===== src/rtl/monstru_ctrl.sv =====
// monstru_ctrl: sequencer for the monstru 512-bit block assembler.
//
// Takes one message as a stream of 32-bit words. It drives monstru's store
// strobes and the pkt bus to build 16-word blocks:
//   1. the data words,
//   2. a single pad word,
//   3. zero fill,
//   4. the 64-bit message bit-length in slots 14 (high half) and 15 (low half).
//
// Each full block is presented downstream with blk_vld and held until blk_ack.
// Padding that does not fit beside the length words spills into one extra
// block.
//
// Ports:
//   clk, rst_b                 clock (rising edge), async active-low reset
//   start                      begin a new message (IDLE only)
//   w_vld, w_last, w_data      message word stream; w_rdy accepts it
//   ldx                        monstru write index (slot of the next write)
//   pkt                        word presented to monstru
//   st_pkt/pad_pkt/zero_pkt    store pkt / pad word / zero at ldx
//   hi_mgln/lo_mgln            store length[63:32] / length[31:0] at ldx
//   inc_mgln                   length += 32
//   c_up                       advance ldx
//   clr                        clear ldx, block and length
//   blk_vld, blk_last, blk_ack block handshake to downstream
//   busy                       sequencer not idle
//   blk_cnt                    blocks acknowledged for the current message
module monstru_ctrl #(
  parameter logic [31:0] PAD_WORD = 32'h8000_0000,
  parameter int unsigned CNT_W    = 8
) (
  input  logic             clk,
  input  logic             rst_b,
  input  logic             start,
  input  logic             w_vld,
  input  logic             w_last,
  input  logic [31:0]      w_data,
  output logic             w_rdy,
  input  logic [3:0]       ldx,
  output logic [31:0]      pkt,
  output logic             st_pkt,
  output logic             pad_pkt,
  output logic             zero_pkt,
  output logic             hi_mgln,
  output logic             lo_mgln,
  output logic             inc_mgln,
  output logic             c_up,
  output logic             clr,
  output logic             blk_vld,
  output logic             blk_last,
  input  logic             blk_ack,
  output logic             busy,
  output logic [CNT_W-1:0] blk_cnt
);

  typedef enum logic [2:0] {
    StIdle,
    StLoad,
    StPad,
    StZero,
    StHi,
    StLo,
    StEmit
  } state_e;

  state_e           state_q, state_d;
  // spill: zero fill runs to slot 15, and the length goes in a following block.
  logic             spill_q, spill_d;
  // pend_pad: message ended exactly at slot 15; the pad word opens the next block.
  logic             pend_pad_q, pend_pad_d;
  // spill_emit: the block in EMIT is a non-final spill block; resume with zero fill.
  logic             spill_emit_q, spill_emit_d;
  // last: the block in EMIT carries the length words.
  logic             last_q, last_d;
  logic [CNT_W-1:0] cnt_q, cnt_d;

  always_ff @(posedge clk or negedge rst_b) begin
    if (!rst_b) begin
      state_q      <= StIdle;
      spill_q      <= 1'b0;
      pend_pad_q   <= 1'b0;
      spill_emit_q <= 1'b0;
      last_q       <= 1'b0;
      cnt_q        <= '0;
    end else begin
      state_q      <= state_d;
      spill_q      <= spill_d;
      pend_pad_q   <= pend_pad_d;
      spill_emit_q <= spill_emit_d;
      last_q       <= last_d;
      cnt_q        <= cnt_d;
    end
  end

  always_comb begin
    state_d      = state_q;
    spill_d      = spill_q;
    pend_pad_d   = pend_pad_q;
    spill_emit_d = spill_emit_q;
    last_d       = last_q;
    cnt_d        = cnt_q;
    w_rdy        = 1'b0;
    pkt          = '0;
    st_pkt       = 1'b0;
    pad_pkt      = 1'b0;
    zero_pkt     = 1'b0;
    hi_mgln      = 1'b0;
    lo_mgln      = 1'b0;
    inc_mgln     = 1'b0;
    c_up         = 1'b0;
    clr          = 1'b0;

    unique case (state_q)
      StIdle: begin
        // Gate with reset so every output is low while reset is held.
        if (start && rst_b) begin
          clr          = 1'b1;
          cnt_d        = '0;
          spill_d      = 1'b0;
          pend_pad_d   = 1'b0;
          spill_emit_d = 1'b0;
          last_d       = 1'b0;
          state_d      = StLoad;
        end
      end

      StLoad: begin
        w_rdy = 1'b1;
        if (w_vld) begin
          st_pkt   = 1'b1;
          inc_mgln = 1'b1;
          c_up     = 1'b1;
          pkt      = w_data;
          if (ldx == 4'd15) begin
            // Block is full either way; a final word here defers the pad.
            state_d    = StEmit;
            pend_pad_d = w_last;
          end else if (w_last) begin
            state_d = StPad;
          end
        end
      end

      StPad: begin
        pad_pkt = 1'b1;
        c_up    = 1'b1;
        pkt     = PAD_WORD;
        if (ldx == 4'd13) begin
          state_d = StHi;
        end else if (ldx == 4'd14) begin
          spill_d = 1'b1;
          state_d = StZero;
        end else if (ldx == 4'd15) begin
          spill_d      = 1'b0;
          spill_emit_d = 1'b1;
          state_d      = StEmit;
        end else begin
          state_d = StZero;
        end
      end

      StZero: begin
        zero_pkt = 1'b1;
        c_up     = 1'b1;
        if (spill_q && (ldx == 4'd15)) begin
          spill_d      = 1'b0;
          spill_emit_d = 1'b1;
          state_d      = StEmit;
        end else if (!spill_q && (ldx == 4'd13)) begin
          state_d = StHi;
        end
      end

      StHi: begin
        hi_mgln = 1'b1;
        c_up    = 1'b1;
        state_d = StLo;
      end

      StLo: begin
        lo_mgln = 1'b1;
        c_up    = 1'b1;
        last_d  = 1'b1;
        state_d = StEmit;
      end

      StEmit: begin
        if (blk_ack) begin
          if (cnt_q != {CNT_W{1'b1}}) begin
            cnt_d = cnt_q + 1'b1;
          end
          if (last_q) begin
            last_d  = 1'b0;
            state_d = StIdle;
          end else if (pend_pad_q) begin
            pend_pad_d = 1'b0;
            state_d    = StPad;
          end else if (spill_emit_q) begin
            spill_emit_d = 1'b0;
            state_d      = StZero;
          end else begin
            state_d = StLoad;
          end
        end
      end

      default: state_d = StIdle;
    endcase
  end

  assign blk_vld  = (state_q == StEmit);
  assign blk_last = blk_vld & last_q;
  assign busy     = (state_q != StIdle);
  assign blk_cnt  = cnt_q;

endmodule


===== config.mk =====
export PLATFORM = sky130hd
export DESIGN_NAME = monstru_ctrl
export DESIGN_NICKNAME = d
export VERILOG_FILES = /design/src/rtl/monstru_ctrl.sv
export SDC_FILE = /design/constraint.sdc
export NUM_CORES = 1
export LEC_CHECK = 0
export ABC_AREA = 0
export CAP_MARGIN = 20
export CELL_PAD_IN_SITES_DETAIL_PLACEMENT = 0
export CELL_PAD_IN_SITES_GLOBAL_PLACEMENT = 2
export CORE_MARGIN = 1
export CORE_UTILIZATION = 18
export CTS_CLUSTER_DIAMETER = 80
export DETAILED_ROUTE_END_ITERATION = 10
export GPL_ROUTABILITY_DRIVEN = 0
export GPL_TIMING_DRIVEN = 0
export PLACE_DENSITY = 0.93
export SLEW_MARGIN = 20
export SYNTH_ARGS = -nofsm -noshare
export SYNTH_HDL_FRONTEND = slang
export SYNTH_SLANG_ARGS = --single-unit

===== constraint.sdc =====
create_clock -name clk -period 2.4 [get_ports clk]
set_input_delay 0.48 -clock clk [delete_from_list [all_inputs] [get_ports clk]]
set_output_delay 0.48 -clock clk [all_outputs]
set_load 0.05 [all_outputs]

==> impl_metrics.yaml <==
run_status:
  status: "finished clean"
timing:
  tightestPinTransition_ns: 0.503
  fmax_mhz: 428
  setup_violations: 0
  rsz0062_at_grt: "false"
  finalCritPeriodShare_pct: 97.4
  slew_viol_final: 0
  hold_viol: 0
  fin_ws_ns: 0.0616
  finalCriticalPeriod_ns: 2.34
  clock_skew_ns: 0.00136
  relSlewSlack_pct: 66.3
clock_network:
  clock_sinks: 15
  clk_pin_slew_ns: 0.07
  root_buffer: "clkbuf_8"
  clock_path_buffers: 2
  holdBufCountCts: 0
  cts_max_level: 1
  cts_buffers: 3
  clk_latency_ns: 0.26
  cts_tree: "yes"
placement:
  dpl.hpwl_um: 4130
  dpl_worst_slack_ns: -1.13
  io_buffers: 93
  dp.cells: 364
critical_path:
  worstPathMaxFanout: 4
  critPathSlowestCell: "clkdlybuf4s50_1"
  crit_chain: "buf_4, or3_4, clkdlybuf4s50_1"
  worstSetupEndpointType: "output pin"
  critical_path_class: "flop to output pin"
  critPathArrivalTime_ns: 1.86
  startpoint_type: "flop"
  max_stage_delay_ns: 0.72
  critPathRequiredTime_ns: 1.92
  r2r_slack_ns: 0.51
final_layout:
  areaGrowthSynthToFinish_pct: 78.9
  drive_gt1_share_pct: 25.6
  final_cells: 372
  finalNetCount: 317
  num_antenna_cells: 0
floorplanning:
  top_level_ports: 94
  floorplan.rows: 31
  die_x_um: 88.8
  dieHeight_um: 88.8
  initial_core_util_pct: 18.7
  dieArea_um2: 7880
  coreArea_um2: 7250
synth:
  synth.top_cell.area_share_pct: 27.7
  syn-cell-area_um2: 1360
  synth_common_cells: "and3_1 (34), dfrtp_1 (15), a21oi_1 (14), nand3_1 (10), o31ai_1 (9)"
  yosysWarnings: 0
  synth_most_common_cell: "and3_1"
  synth_area_leaders: "dfrtp_1 (28%), and3_1 (16%), a21oi_1 (5.2%)"
  yosysUniqueCellTypes: 43
  synth_area_leader_cell: "dfrtp_1"
  ys.flop_type: "dfrtp_1"
  synthArstFlopShare_pct: 100
  yosysSeqAreaShare_pct: 27.7
  syn_area_per_cell_um2: 7.88
  ys_ff_latch: 15
  synth_enable_flop_cells: 0
  synth_nets: 215
  syn-instance-count: 172
routing:
  initialDrtViolationCount: 112
  drcViolationCount: 0
  num_vias: 1730
  drt_wl_total_um: 5330
  wl_per_cell_um: 14.3
  ant_nets: 0
  drt-pass1-iter-count: 4
  avgViaCountPerCell: 4.65
pwr:
  power_leakage_nw: 1.19
  pwr_density_cell_nw_per_um2: 1050
  power.total_mw: 2.56
  irDropWorstVdd_uv: 268
grt:
  grt_pass1_wl_um: 7850
  grtUsageTotal_pct: 12.8
  grt_pass1_vias: 1583
  overflow: 0
  grt_max_degree: 19
  antenna_found_initial: 0
flow_run:
  drv_cap: 0
min_path:
  hp-class: "input pin to asynchronous set/reset pin"
-- layer usage --
layer / wire length (µm) / track usage, % / up-vias
li1: - / - / 860
met1: 2320 / 17.3 / 823
met2: 2750 / 20.6 / 41
met3: 212 / 1.96 / 6
met4: 45 / 4.84 / 0
met5: 0 / 0 / -
-- cell usage in the layout, fill, tap and decap left out, drive strengths merged, types with 2 or more instances in the layout --
master | Yosys | final
clkdlybuf4s50 | 0 | 48
buf | 7 | 46
and3 | 34 | 34
dfrtp | 15 | 15
a21oi | 14 | 14
clkbuf | 8 | 14
nand3 | 10 | 10
o31ai | 9 | 9
inv | 8 | 8
o21ai | 7 | 7
nand2 | 5 | 5
and2 | 4 | 4
or4 | 4 | 4
nor2 | 4 | 4
clkdlybuf4s15 | 0 | 4
nor2b | 3 | 3
nand3b | 3 | 3
a21o | 3 | 3
nand2b | 3 | 3
nor3b | 3 | 3
a211o | 2 | 2
o21a | 2 | 2
o32ai | 2 | 2
o41ai | 2 | 2
nand4 | 2 | 2
nor4bb | 2 | 2
nor3 | 2 | 2
dlygate4sd2 | 0 | 2
or3 | 2 | 2
and4 | 2 | 2
-- per-stage QoR --
stage	util [%]	setup TNS, ns	area (µm²)	hold WS [ns]
after global placement	33.4	-23.22	2420	0.507
after detailed placement	33.4	-23.15	2420	0.519
after global routing	33.4	0	2420	0.183
after floorplan	-	0	1370	0.184
final	33.4	0	2420	0.154
after CTS	33.1	-0.0346	2400	0.283
-- sequential cells by signal, summed over array words and instances (netlist names) --
register      count
blk_cnt           8
state_q           3
last_q            1
pend_pad_q        1
spill_emit_q      1
spill_q           1
-- critical path, delay by kind of cell, from the launching register on --
kind | cells | cell delay (ns)
AND/OR/NAND/NOR | 1 | 0.36
buffers and inverters | 2 | 0.86
flip-flops | 1 | 0.38
-- repair_timing --
item,CTS,global route
resized for setup,212,31
pin swaps,1,1
buffers inserted,4,1
setup endpoints to repair,53,41
endpoints found under the hold margin,0,0
-- area by class of cell --
type                    instances  area (µm²)
fillers                       785        4830
multi-input cells             134         906
repair buffers                 98         856
flip-flops and latches         15         375
well taps                      99         124
plain buffers                  14        87.6
clock buffers                   3        41.3
inverters                       8        30.0
clock inverters                 1        5.00
-- logic make-up after synthesis --
family / after synthesis / synth area share (%)
compound gates: 44 / 21.3
mux: 2 / 1.57
simple gates: 86 / 40.3
fa+ha+maj: 1 / 0.923
buf+inv: 23 / 7.57
flops: 15 / 27.7
xor+xnor: 1 / 0.646
-- path summary, 6_finish.rpt --
check | end | depth (start not counted) | startpoint
hold / removal | blk_cnt[5] | 1 | rst_b
max in group asynchronous | blk_cnt[0] | 1 | rst_b
min in group clk | spill_emit_q | 2 | spill_emit_q
setup / recovery | busy | 3 | state_q[1]
setup reg to reg | blk_cnt[2] | 6 | blk_cnt[0]
hold reg to reg | spill_emit_q | 2 | spill_emit_q
-- power by group --
group	leakage (nW)	total (mW)	switching (mW)	internal (mW)
logic	0.960	1.94	1.26	0.680
registers	0.200	0.399	0.0764	0.322
clock network	0.0255	0.222	0.106	0.115
Note: power is estimated with default switching activity, not from simulation.
